--- config.mk ---
export PLATFORM = sky130hd
export DESIGN_NAME = sd_host_reg_bank
export DESIGN_NICKNAME = d
export VERILOG_FILES = /design/src/rtl/sd_host_reg_bank.sv
export SDC_FILE = /design/constraint.sdc
export NUM_CORES = 1
export LEC_CHECK = 0
export CORE_MARGIN = 3
export CORE_UTILIZATION = 53
export CTS_CLUSTER_DIAMETER = 120
export CTS_CLUSTER_SIZE = 24
export DETAILED_ROUTE_END_ITERATION = 6
export PLACE_DENSITY = 0.88
export SYNTH_ARGS = -nofsm -noshare
export SYNTH_HDL_FRONTEND = slang
export SYNTH_SLANG_ARGS = --single-unit
--- constraint.sdc ---
create_clock -name CLK -period 4.27 [get_ports CLK]
set_clock_uncertainty 0.05 [all_clocks]
set_input_delay 0.6405 -clock CLK [delete_from_list [all_inputs] [get_ports CLK]]
set_output_delay 0.6405 -clock CLK [all_outputs]
set_load 0.05 [all_outputs]
--- src/rtl/sd_host_reg_bank.sv ---
// SD host controller register bank: byte-strobed 32-bit CPU port, W1C interrupt status,
// command start pulse and irq. Optional write protection under SD_HOST_REG_WR_PROTECT_EN.
module sd_host_reg_bank #(
    parameter int ADDR_W         = 12,
    parameter int NUM_RESP_WORDS = 4,
    parameter int ADMA_ADDR_W    = 64,
    parameter int BLK_SZ_W       = 12
) (
    input  logic                        CLK,
    input  logic                        RESET,
    input  logic [ADDR_W-1:0]           reg_address,
    input  logic [31:0]                 reg_wr_data,
    input  logic [3:0]                  reg_wr_strb,
    input  logic                        reg_wr_en,
    input  logic                        reg_rd_en,
    output logic [31:0]                 reg_rd_data,
    output logic                        reg_rd_valid,
    input  logic [31:0]                 psr_in,
    input  logic [14:0]                 nisr_set,
    input  logic [15:0]                 eisr_set,
    input  logic                        blk_cnt_dec,
    input  logic [NUM_RESP_WORDS-1:0]   resp_wr_en,
    input  logic [32*NUM_RESP_WORDS-1:0] resp_wr_data,
    input  logic                        adma_err_ld,
    input  logic [7:0]                  adma_err_in,
    output logic [BLK_SZ_W-1:0]         blk_size,
    output logic [15:0]                 blk_cnt,
    output logic [31:0]                 argument,
    output logic [15:0]                 transfer_mode,
    output logic [15:0]                 command,
    output logic [15:0]                 bgcr,
    output logic [ADMA_ADDR_W-1:0]      adma_addr,
    output logic                        start_flag,
    output logic                        irq
);

    localparam bit ADMA_HI_EN = (ADMA_ADDR_W > 32);

    localparam logic [ADDR_W-1:0] A_BLK  = ADDR_W'('h004);
    localparam logic [ADDR_W-1:0] A_ARG  = ADDR_W'('h008);
    localparam logic [ADDR_W-1:0] A_TMR  = ADDR_W'('h00C);
    localparam logic [ADDR_W-1:0] A_PSR  = ADDR_W'('h024);
    localparam logic [ADDR_W-1:0] A_BGC  = ADDR_W'('h028);
    localparam logic [ADDR_W-1:0] A_ISR  = ADDR_W'('h030);
    localparam logic [ADDR_W-1:0] A_STEN = ADDR_W'('h034);
    localparam logic [ADDR_W-1:0] A_SIG  = ADDR_W'('h038);
    localparam logic [ADDR_W-1:0] A_AERR = ADDR_W'('h054);
    localparam logic [ADDR_W-1:0] A_ALO  = ADDR_W'('h058);
    localparam logic [ADDR_W-1:0] A_AHI  = ADDR_W'('h05C);

    function automatic logic [31:0] merge_bytes(input logic [31:0] old_v,
                                                input logic [31:0] new_v,
                                                input logic [3:0]  strb);
        logic [31:0] r;
        for (int i = 0; i < 4; i++) begin
            r[8*i +: 8] = strb[i] ? new_v[8*i +: 8] : old_v[8*i +: 8];
        end
        return r;
    endfunction

    logic [ADDR_W-1:0] addr;
    logic              unused_addr;
    logic              wp_active;

    assign addr        = {reg_address[ADDR_W-1:2], 2'b00};
    assign unused_addr = ^reg_address[1:0];

`ifdef SD_HOST_REG_WR_PROTECT_EN
    assign wp_active = psr_in[1];
`else
    assign wp_active = 1'b0;
`endif

    logic [BLK_SZ_W-1:0] bsr_q, bsr_d;
    logic [15:0]         bcr_q, bcr_d;
    logic [31:0]         arg_q, arg_d;
    logic [15:0]         tmr_q, tmr_d;
    logic [15:0]         cmd_q, cmd_d;
    logic [31:0]         resp_q [NUM_RESP_WORDS];
    logic [31:0]         resp_d [NUM_RESP_WORDS];
    logic [15:0]         bgcr_q, bgcr_d;
    logic [14:0]         nisr_q, nisr_d;
    logic [15:0]         eisr_q, eisr_d;
    logic [31:0]         sten_q, sten_d;
    logic [31:0]         sig_q, sig_d;
    logic [7:0]          aerr_q, aerr_d;
    logic [31:0]         alo_q, alo_d;
    logic [31:0]         ahi_q, ahi_d;
    logic [31:0]         rd_data_q, rd_data_d;
    logic                rd_valid_q, rd_valid_d;
    logic                start_q, start_d;
    logic                irq_q, irq_d;

    logic [31:0] w_blk, w_tc, rd_mux;
    logic [15:0] bsr_rd, eisr_hw, eisr_clr;
    logic [14:0] nisr_clr;
    logic        cmd_req, cmd_block, tc_ok, wp_err, wr_isr;

    always_comb begin
        bsr_d    = bsr_q;
        bcr_d    = bcr_q;
        arg_d    = arg_q;
        tmr_d    = tmr_q;
        cmd_d    = cmd_q;
        bgcr_d   = bgcr_q;
        sten_d   = sten_q;
        sig_d    = sig_q;
        aerr_d   = adma_err_ld ? adma_err_in : aerr_q;
        alo_d    = alo_q;
        ahi_d    = ahi_q;
        bsr_rd   = 16'(bsr_q);
        w_blk    = merge_bytes({bcr_q, bsr_rd}, reg_wr_data, reg_wr_strb);
        w_tc     = merge_bytes({cmd_q, tmr_q}, reg_wr_data, reg_wr_strb);

        // A blocked command write also freezes the TMR half of the word.
        cmd_req   = reg_wr_en && (addr == A_TMR) && reg_wr_strb[3];
        cmd_block = cmd_req && psr_in[0];
        tc_ok     = reg_wr_en && (addr == A_TMR) && !cmd_block;
        start_d   = cmd_req && !psr_in[0];

        wp_err = wp_active && reg_wr_en &&
                 ((addr == A_BLK) || (addr == A_ARG) || (addr == A_ALO) ||
                  ((addr == A_TMR) && (|reg_wr_strb[1:0])) ||
                  (ADMA_HI_EN && (addr == A_AHI)));

        for (int k = 0; k < NUM_RESP_WORDS; k++) begin
            resp_d[k] = resp_wr_en[k] ? resp_wr_data[32*k +: 32] : resp_q[k];
        end

        // CPU write to BCR takes priority over the DAT decrement.
        if (reg_wr_en && (addr == A_BLK) && !wp_active) begin
            bsr_d = w_blk[BLK_SZ_W-1:0];
            if (|reg_wr_strb[3:2]) bcr_d = w_blk[31:16];
            else if (blk_cnt_dec && (bcr_q != 16'd0)) bcr_d = bcr_q - 16'd1;
        end else if (blk_cnt_dec && (bcr_q != 16'd0)) begin
            bcr_d = bcr_q - 16'd1;
        end

        if (reg_wr_en && (addr == A_ARG) && !wp_active)
            arg_d = merge_bytes(arg_q, reg_wr_data, reg_wr_strb);
        if (tc_ok) begin
            cmd_d = w_tc[31:16];
            if (!wp_active) tmr_d = w_tc[15:0];
        end
        if (reg_wr_en && (addr == A_BGC))
            bgcr_d = merge_bytes({bgcr_q, 16'd0}, reg_wr_data, reg_wr_strb & 4'b1100) >> 16;
        if (reg_wr_en && (addr == A_STEN))
            sten_d = merge_bytes(sten_q, reg_wr_data, reg_wr_strb);
        if (reg_wr_en && (addr == A_SIG))
            sig_d = merge_bytes(sig_q, reg_wr_data, reg_wr_strb);
        if (reg_wr_en && (addr == A_ALO) && !wp_active)
            alo_d = merge_bytes(alo_q, reg_wr_data, reg_wr_strb);
        if (ADMA_HI_EN && reg_wr_en && (addr == A_AHI) && !wp_active)
            ahi_d = merge_bytes(ahi_q, reg_wr_data, reg_wr_strb);

        // W1C status: hardware set wins over a same-cycle CPU clear.
        wr_isr   = reg_wr_en && (addr == A_ISR);
        nisr_clr = wr_isr ? (reg_wr_data[14:0] & {{7{reg_wr_strb[1]}}, {8{reg_wr_strb[0]}}}) : 15'd0;
        eisr_clr = wr_isr ? (reg_wr_data[31:16] & {{8{reg_wr_strb[3]}}, {8{reg_wr_strb[2]}}}) : 16'd0;
        eisr_hw      = eisr_set;
        eisr_hw[12]  = eisr_set[12] | cmd_block;
        eisr_hw[13]  = eisr_set[13] | wp_err;
        nisr_d = (nisr_q & ~nisr_clr) | (nisr_set & sten_q[14:0]);
        eisr_d = (eisr_q & ~eisr_clr) | (eisr_hw & sten_q[31:16]);

        irq_d = (|(nisr_q & sig_q[14:0])) | (|(eisr_q & sig_q[31:16]));

        rd_mux = 32'd0;
        case (addr)
            A_BLK:  rd_mux = {bcr_q, bsr_rd};
            A_ARG:  rd_mux = arg_q;
            A_TMR:  rd_mux = {cmd_q, tmr_q};
            A_PSR:  rd_mux = psr_in;
            A_BGC:  rd_mux = {bgcr_q, 16'd0};
            A_ISR:  rd_mux = {eisr_q, |eisr_q, nisr_q};
            A_STEN: rd_mux = sten_q;
            A_SIG:  rd_mux = sig_q;
            A_AERR: rd_mux = {24'd0, aerr_q};
            A_ALO:  rd_mux = alo_q;
            A_AHI:  rd_mux = ahi_q;
            default: rd_mux = 32'd0;
        endcase
        for (int k = 0; k < NUM_RESP_WORDS; k++) begin
            if (addr == ADDR_W'(16 + 4 * k)) rd_mux = resp_q[k];
        end

        // Read port: reg_rd_en is a one-cycle request with no backpressure;
        // reg_rd_valid answers it exactly one cycle later for one cycle.
        rd_valid_d = reg_rd_en;
        rd_data_d  = reg_rd_en ? rd_mux : rd_data_q;
    end

    always_ff @(posedge CLK) begin
        if (RESET) begin
            bsr_q      <= '0;
            bcr_q      <= '0;
            arg_q      <= '0;
            tmr_q      <= '0;
            cmd_q      <= '0;
            for (int k = 0; k < NUM_RESP_WORDS; k++) resp_q[k] <= '0;
            bgcr_q     <= '0;
            nisr_q     <= '0;
            eisr_q     <= '0;
            sten_q     <= '0;
            sig_q      <= '0;
            aerr_q     <= '0;
            alo_q      <= '0;
            ahi_q      <= '0;
            rd_data_q  <= '0;
            rd_valid_q <= 1'b0;
            start_q    <= 1'b0;
            irq_q      <= 1'b0;
        end else begin
            bsr_q      <= bsr_d;
            bcr_q      <= bcr_d;
            arg_q      <= arg_d;
            tmr_q      <= tmr_d;
            cmd_q      <= cmd_d;
            for (int k = 0; k < NUM_RESP_WORDS; k++) resp_q[k] <= resp_d[k];
            bgcr_q     <= bgcr_d;
            nisr_q     <= nisr_d;
            eisr_q     <= eisr_d;
            sten_q     <= sten_d;
            sig_q      <= sig_d;
            aerr_q     <= aerr_d;
            alo_q      <= alo_d;
            ahi_q      <= ahi_d;
            rd_data_q  <= rd_data_d;
            rd_valid_q <= rd_valid_d;
            start_q    <= start_d;
            irq_q      <= irq_d;
        end
    end

    assign reg_rd_data   = rd_data_q;
    assign reg_rd_valid  = rd_valid_q;
    assign blk_size      = bsr_q;
    assign blk_cnt       = bcr_q;
    assign argument      = arg_q;
    assign transfer_mode = tmr_q;
    assign command       = cmd_q;
    assign bgcr          = bgcr_q;
    assign adma_addr     = ADMA_ADDR_W'({ahi_q, alo_q});
    assign start_flag    = start_q;
    assign irq           = irq_q;

endmodule

# ---- Yosys cells after proc, flatten, opt, wreduce, memory -nomap -nowiden
# Memories as Yosys holds them, arrays and structs flattened.
# Cells that the tools add are included.
dict set report word_totals {
  register_bits 310
  ramBits 128
  in_bits 257
  out_inout_bits 207
  wordCells 146
  memories 1
}
# memory depth word_bits rd rd_ports_with_merged_regs wr line_no
set memory_table {}
lappend memory_table {resp_q 4 32 4 0 4 79} ;# logic [31:0] resp_q [NUM_RESP_WORDS];
dict set report classes {
  addsub 1
  n_eq_ne 17
  muxes 23
  bitwise 18
  reduce_logical 49
}
# operator n
set ops {}
lappend ops {{2-to-1 mux 32 bit} 12}
lappend ops {{case mux 32 bit (11 select lines)} 1}
lappend ops {{AND 16 bit} 4}
lappend ops {{2-to-1 mux 16 bit} 4}
lappend ops {{AND 15 bit} 4}
lappend ops {{AND reduction 2 bit} 28}
lappend ops {{== test 10 x 4 -> 1 bit (second input constant)} 5}
lappend ops {{== test 10 x 3 -> 1 bit (second input constant)} 4}
lappend ops {{OR reduction 16 bit} 2}
lappend ops {{== test 10 x 5 -> 1 bit (second input constant)} 3}
lappend ops {{== test 10 x 2 -> 1 bit (second input constant)} 2}
lappend ops {{2-to-1 mux 8 bit} 2}
lappend ops {{inverter 16 bit} 1}
lappend ops {{bitwise OR 16 bit} 1}
lappend ops {{nonzero test 16 bit} 1}
lappend ops {{subtractor 16 x 1 -> 16 bit (second input constant)} 1}
lappend ops {{2-to-1 mux 15 bit} 1}
lappend ops {{inverter 15 bit} 1}
lappend ops {{bitwise OR 15 bit} 1}
lappend ops {{OR reduction 15 bit} 1}
lappend ops {{logical AND 1 bit} 14}
lappend ops {{== test 10 x 1 -> 1 bit (second input constant)} 1}
lappend ops {{!= test 3 bit (second input constant)} 2}
lappend ops {{bitwise OR 1 bit} 6}
lappend ops {{3 further kinds} 6}

# ---- Depth between registers and ports, before layout
# Gate-level depths: netlist of run 1.
dict set report depth {
  word_depth 7
  depth_mapped 10
  depth_no_buf 7
}

# ---- Least setup slack after synthesis of run 1
# Ideal clock, no wire load.
dict set report synth_timing {
  kind {input -> register}
  startpoint {in reg_address[3]}
  endpoint {reg rd_data_q[4], in the netlist reg_rd_data[4]}
  t_arrival_ps 2391
  t_required_ps 4090
  slack_ps 1699
  cell_stages 9
  path_cell_list {buf_2 buf_2 buf_2 clkbuf_1 buf_2 mux2i_1 o2bb2ai_1 nor4_1 o22ai_1}
}
dict set report synth_via {
  elab_chain_len 6
  word_cells_on_any_way 20
  cone_classes {eq/ne: 15; mux: 5}
}
# element line_no
set synth_lines {}
lappend synth_lines {{start: declaration} 11} ;# input logic [ADDR_W-1:0] reg_address,
lappend synth_lines {{== test 10 x 5 -> 1 bit, or another cell as far along} 169} ;# case (addr)
lappend synth_lines {{case mux 32 bit (11 select lines)} 169}
lappend synth_lines {{2-to-1 mux 32 bit (3 in a row)} 184} ;# if (addr == ADDR_W'(16 + 4 * k)) rd_mux = resp_q[k];
lappend synth_lines {{2-to-1 mux 32 bit *} 184}
lappend synth_lines {{end signal: assignment} 228} ;# rd_data_q <= rd_data_d;
lappend synth_lines {{end: declaration} 89} ;# logic [31:0] rd_data_q, rd_data_d;
# Every way passes the cells marked *; elsewhere a longest branch is shown, timed or not.
# A chain may end at the register's enable or synchronous reset.

# ---- Worst setup path after layout of run 1
dict set report layout_timing {
  startpoint {in reg_address[5]}
  endpoint {reg rd_data_q[2], in the netlist reg_rd_data[2]}
}
# The elaborated chain is that of the path after synthesis.

==> impl_metrics.py, run 1 <==
metrics = {
    "run_status": {
        "outcome": "complete, but fails checks",
        "violations": "DRC",
    },
    "pwr": {
        "power_frac_clock_pct": 27.7,
        "switching_power_mw": 2.60,
        "p_int_mw": 5.91,
        "irDropWorstVdd_v": 0.000323,
        "switching_share_pct": 30.5,
        "p_comb_share_pct": 20.3,
        "power_density_nw_per_um2": 322,
        "p_seq_share_pct": 51.9,
        "power_leakage_nw": 9.79,
    },
    "synthesis": {
        "synth_area_um2": 20400,
        "synth_ff_type": "dfxtp_1",
        "synthMostInstantiatedCell": "dfxtp_1",
        "synth_top_area_share_pct": 42.9,
        "synth_edf_count": 0,
        "syn_inst": 2360,
        "synth_area_leader_cell": "dfxtp_1",
        "synth-seq-area-share_pct": 42.9,
        "ys_types": 85,
        "syn-num-nets": 2619,
        "syn-mean-instance-area_um2": 8.66,
        "synth_common_cells": "dfxtp_1 (438), nor2_1 (345), mux2i_1 (306)",
        "synthArstFlopShare_pct": 0,
        "synth_area_leaders": "dfxtp_1 (43%), mux2i_1 (15%), nor2_1 (6.3%)",
        "synth_seq_cells": 438,
        "yosys_warnings": 0,
    },
    "sta": {
        "setup_viol": 0,
        "max_freq_mhz": 288,
        "setup_tns_ps": 0,
        "worst_pin_slew_ps": 1320,
        "rsz0062_at_grt": "no",
        "finalHoldViolations": 0,
        "finalCritPeriodShare_pct": 81.3,
        "setup_slack_ps": 799,
        "post-route-min-period_ps": 3470,
        "relSlewSlack_pct": 12.0,
        "whs_ps": 415,
        "drv_slew": 0,
    },
    "clocking": {
        "hold_buffers": 0,
        "post_cts_buffers": 0,
        "clkTransAtPathRegs_ps": 100,
        "htree_levels": 1,
        "cts_root_buf": "clkbuf_16",
        "cts_resized": 0,
        "cts_buffer_depth": 3,
        "clock-sinks": 438,
        "clkLatencyLatePin_ps": 580,
        "cts-buffers-inserted": 22,
        "cts_tree": "built",
    },
    "grt": {
        "grt_util_all_layers_pct": 43.7,
        "grt_pass1_vias": 20600,
        "grt_pass1_wl_mm": 136,
        "grt_max_degree": 227,
        "grt_overflow_total": 0,
        "grt_antenna_before_repair": 7,
    },
    "routing": {
        "antenna_left": 0,
        "viasPerCell": 6.61,
        "via_count": 21700,
        "drc": 1,
        "first_pass_iters": 7,
        "wl_per_cell_um": 28.6,
        "drt_iter0_markers": 3479,
        "wl_mm": 94.1,
    },
    "cells_and_area": {
        "layout-drive-gt1-share_pct": 7.76,
        "stdcell_count": 3285,
        "nets": 3029,
        "syn_to_final_growth_pct": 29.5,
        "design_area_um2": 26500,
    },
    "floorplan": {
        "die_area_um2": 40900,
        "die_w_um": 202,
        "pin_count": 464,
        "coreArea_um2": 37800,
        "die_h_um": 202,
        "start_util_pct": 54.0,
        "rows": 71,
    },
    "hold_path": {
        "holdCritPathClass": "reg -> reg",
    },
    "worst_setup_path": {
        "crit_required_ps": 4620,
        "critPathArrivalTime_ps": 3820,
        "slowest_delay_ps": 1150,
        "crit_slowest_cell": "a2111oi_1",
        "end_kind": "flop",
        "startpoint_type": "input pin",
        "crit_fanout": 18,
        "crit_chain": "clkdlybuf4s50_1 > and2_1 > o2bb2ai_1 > a22o_1 > a2111oi_1 > o21ai_0",
        "crit_type": "in -> reg",
    },
    "placement": {
        "finalWeightedCongestion": 1.03,
        "placed_area_um2": 25900,
        "dp.cells": 3257,
        "dp_slack_ps": 463,
        "dp_hpwl_mm": 71.3,
        "port_buffers": 461,
    },
    "flow_run": {
        "drv_cap": 0,
    },
}
[power groups by stage]
stage	combinational, mW	sequential, mW	clock, mW
2_1_floorplan	0.806	4.63	0
3_3_place_gp	1.66	4.49	0
3_5_place_dp	1.67	4.50	0
4_1_cts	1.69	4.41	2.34
5_1_grt	1.81	4.43	2.46
6_report	1.73	4.42	2.36
[worst max-delay path, delay by kind of cell]
kind	cells	cell delay, ps
compound gates	4	1760
simple gates	1	610
buf+inv	1	800
[sequential cells by signal (all words and copies together), names as in the netlist, 32 cells and up]
| signal | flops |
|---|---|
| alo_q | 32 |
| sten_q | 32 |
| resp_q | 128 |
| reg_rd_data | 32 |
| sig_q | 32 |
| ahi_q | 32 |
| argument | 32 |
[final timing paths]
kind         cells after the start              to           start  slack [ps]
min reg2reg                      2       sig_q[15]       sig_q[15]         410
max reg2reg                      7     blk_cnt[15]      blk_cnt[0]        1690
max                              6  reg_rd_data[2]  reg_address[5]         800
min                              2       sig_q[15]       sig_q[15]         410
[cell type report]
class | instances | area (um2)
diodes | 4 | 10.0
repair buffers | 576 | 5510
clock buffers | 23 | 576
inverters | 12 | 45.0
flip-flops and latches | 438 | 8770
well taps | 511 | 639
fillers | 2975 | 11400
multi-input cells | 1720 | 10900
clock inverters | 1 | 20.0
[per-stage QoR]
stage	total power [mW]	util (%)
2_1_floorplan	5.44	-
4_1_cts	8.43	69.9
6_report	8.51	69.9
3_5_place_dp	6.17	68.3
3_3_place_gp	6.16	68.3
5_1_grt	8.70	69.9
[cell usage in the layout (no fill, tap or decap), types with 23 or more instances in the layout]
cell / count
nand3_1: 101
buf_4: 112
a22oi_1: 71
a22o_1: 24
nand2_1: 265
a21oi_1: 153
dfxtp_1: 438
nand4_1: 24
clkdlybuf4s50_1: 454
o22ai_1: 29
o21ai_0: 49
nor2_1: 345
mux2i_1: 306
clkbuf_16: 23
[cell families (layout without fill, tap and decap cells)]
logic type / count (synthesis) / in the layout / share of synthesized area (%)
AND/OR/NAND/NOR: 890 / 890 / 20.2
AO/OA/AOI/OAI: 496 / 496 / 16.5
flip-flops: 438 / 438 / 42.9
multiplexers: 327 / 327 / 16.1
buffers and inverters: 202 / 612 / 3.96
XOR/XNOR: 5 / 5 / 0.214
adder cells (fa/ha/maj): 2 / 2 / 0.122
other: 0 / 4 / 0
[layer usage]
layer / GRT usage (%) / wire [um]
met1: 59.1 / 36400
met2: 66.1 / 39800
met3: 12.3 / 12900
met4: 17.5 / 4970
met5: 0 / 27
No activity file was read; power rests on OpenSTA's default activity.
==> inputs of run 2 (changes only) <==
- CORE_UTILIZATION: 53 -> 51
- PLACE_DENSITY: 0.88 -> 0.85
- clock period: 4.27 -> 3.5 ns (I/O delays scaled with it)
==> impl_metrics.py, run 2 (synthesized netlist as in run 1, its figures left out) <==
metrics = {
    "run_status": {
        "outcome": "complete, but fails checks",
        "violations": "DRC",
    },
    "grt": {
        "grt_pass1_wl_mm": 140,
        "grt_max_degree": 181,
        "grt_util_all_layers_pct": 44.1,
        "grt_pass1_vias": 20600,
        "grt_overflow_total": 0,
        "grt_antenna_before_repair": 5,
    },
    "clocking": {
        "clkLatencyLatePin_ps": 580,
        "htree_levels": 1,
        "cts_root_buf": "clkbuf_16",
        "cts_buffer_depth": 3,
        "post_cts_buffers": 0,
        "cts_tree": "built",
        "clock-sinks": 438,
        "cts_resized": 0,
        "clkTransAtPathRegs_ps": 100,
        "hold_buffers": 0,
        "cts-buffers-inserted": 22,
    },
    "floorplan": {
        "coreArea_um2": 39100,
        "pin_count": 464,
        "rows": 72,
        "die_w_um": 206,
        "die_area_um2": 42500,
        "die_h_um": 206,
        "start_util_pct": 52.3,
    },
    "worst_setup_path": {
        "rr_startpoint": "blk_cnt[0]",
        "crit_fanout": 31,
        "end_kind": "flop",
        "crit_required_ps": 3900,
        "critPathArrivalTime_ps": 3280,
        "startpoint_type": "input pin",
        "worst-r2r-cell-count": 7,
        "crit_start": "reg_address[5]",
        "crit_type": "in -> reg",
        "rrSetupSlack_ps": 790,
        "reg2reg_to": "blk_cnt[15]",
    },
    "routing": {
        "drt_iter0_markers": 3712,
        "antenna_left": 0,
        "wl_per_cell_um": 29.4,
        "drc": 5,
        "via_count": 22000,
        "first_pass_iters": 7,
        "viasPerCell": 6.61,
        "wl_mm": 97.8,
    },
    "pwr": {
        "power_leakage_nw": 9.95,
        "power_density_nw_per_um2": 391,
        "irDropWorstVdd_v": 0.000430,
        "power_mw": 10.5,
    },
    "sta": {
        "whs_ps": 238,
        "drv_slew": 0,
        "worst_pin_slew_ps": 1130,
        "relSlewSlack_pct": 24.6,
        "setup_tns_ps": 0,
        "finalHoldViolations": 0,
        "setup_viol": 0,
        "post-route-min-period_ps": 2880,
        "max_freq_mhz": 347,
        "finalCritPeriodShare_pct": 82.4,
        "rsz0062_at_grt": "no",
    },
    "placement": {
        "port_buffers": 461,
        "dp_hpwl_mm": 74.8,
        "finalWeightedCongestion": 1.06,
    },
    "cells_and_area": {
        "layout_commonest_cell": "clkdlybuf4s50_1",
        "largest_reg_flops": 128,
        "nets": 3057,
        "regMostFlops": "resp_q",
        "num-fill-cells": 3065,
        "layout-drive-gt1-share_pct": 8.68,
        "layout_common_cells": "clkdlybuf4s50_1 (454), dfxtp_1 (438), nor2_1 (345)",
        "syn_to_final_growth_pct": 30.9,
    },
    "hold_path": {
        "whs_path_depth": 2,
        "hold-path-endpoint": "resp_q[1][31]",
        "holdCritPathClass": "in -> reg",
        "hold_start": "RESET",
    },
    "flow_run": {
        "drv_cap": 0,
    },
}
[run 2: cell types whose count changed in the layout (fill, tap and decap cells not counted), sizes merged]
| cell | previous run | this run |
|---|---|---|
| diode | 4 | 6 |
| buf | 122 | 150 |
[run 2: metal layers]
layer  track usage [%]  part of all wire, %  vias to the layer above  routed length, um
met5                 0                    0                        -                  0
met4              17.7                  5.2                        0               5080
met3              12.3                   14                      324              14000
met2              66.5                   42                     1804              41500
met1              59.9                   38                    10500              37300
li1                  -                    -                     9375                  -
[run 2: cell type report]
type / count / area [um2] / share of cell area [%]
Inverter: 12 / 45.0 / 0.168
Clock inverter: 1 / 20.0 / 0.0748
Tap cell: 518 / 648 / 2.42
Antenna cell: 6 / 15.0 / 0.0561
Timing Repair Buffer: 604 / 5790 / 21.6
Sequential cell: 438 / 8770 / 32.8
Multi-Input combinational cell: 1720 / 10900 / 40.7
Clock buffer: 23 / 576 / 2.15
[run 2: critical path, cell delays in order]
cell,delay (ps)
clkdlybuf4s50_1,450
buf_12,190
and2_1,400
buf_4,270
a22oi_1,220
o31ai_1,120
a2111oi_0,750
buf_4,220
a31oi_1,80
[run 2: power by group]
part / switching, mW / internal [mW] / total, mW
combinational: 1.25 / 0.884 / 2.14
sequential: 0.283 / 5.15 / 5.43
clock: 1.70 / 1.19 / 2.90
total: 3.24 / 7.23 / 10.5
[run 2: metrics by stage]
stage / setup slack (ps) / area (um2) / util (%) / std cells
global route: 550 / 26800 / 68.4 / 3321
CTS: 701 / 26700 / 68.4 / 3316
finish: 616 / 26800 / 68.4 / 3322
floorplan: 1040 / 20400 / - / 2360
global placement: 185 / 26100 / 66.9 / 3292
detailed placement: 131 / 26100 / 66.9 / 3292
[run 2: worst max-delay path by stage]
stage	endpoint	cells past startpoint	slack [ps]
after CTS	reg_rd_data[13]	8	700
after floorplan	reg_rd_data[4]	9	1040
after detailed placement	reg_rd_data[13]	8	130
final	reg_rd_data[16]	9	620
after global placement	reg_rd_data[13]	8	180
after global routing	reg_rd_data[13]	8	550
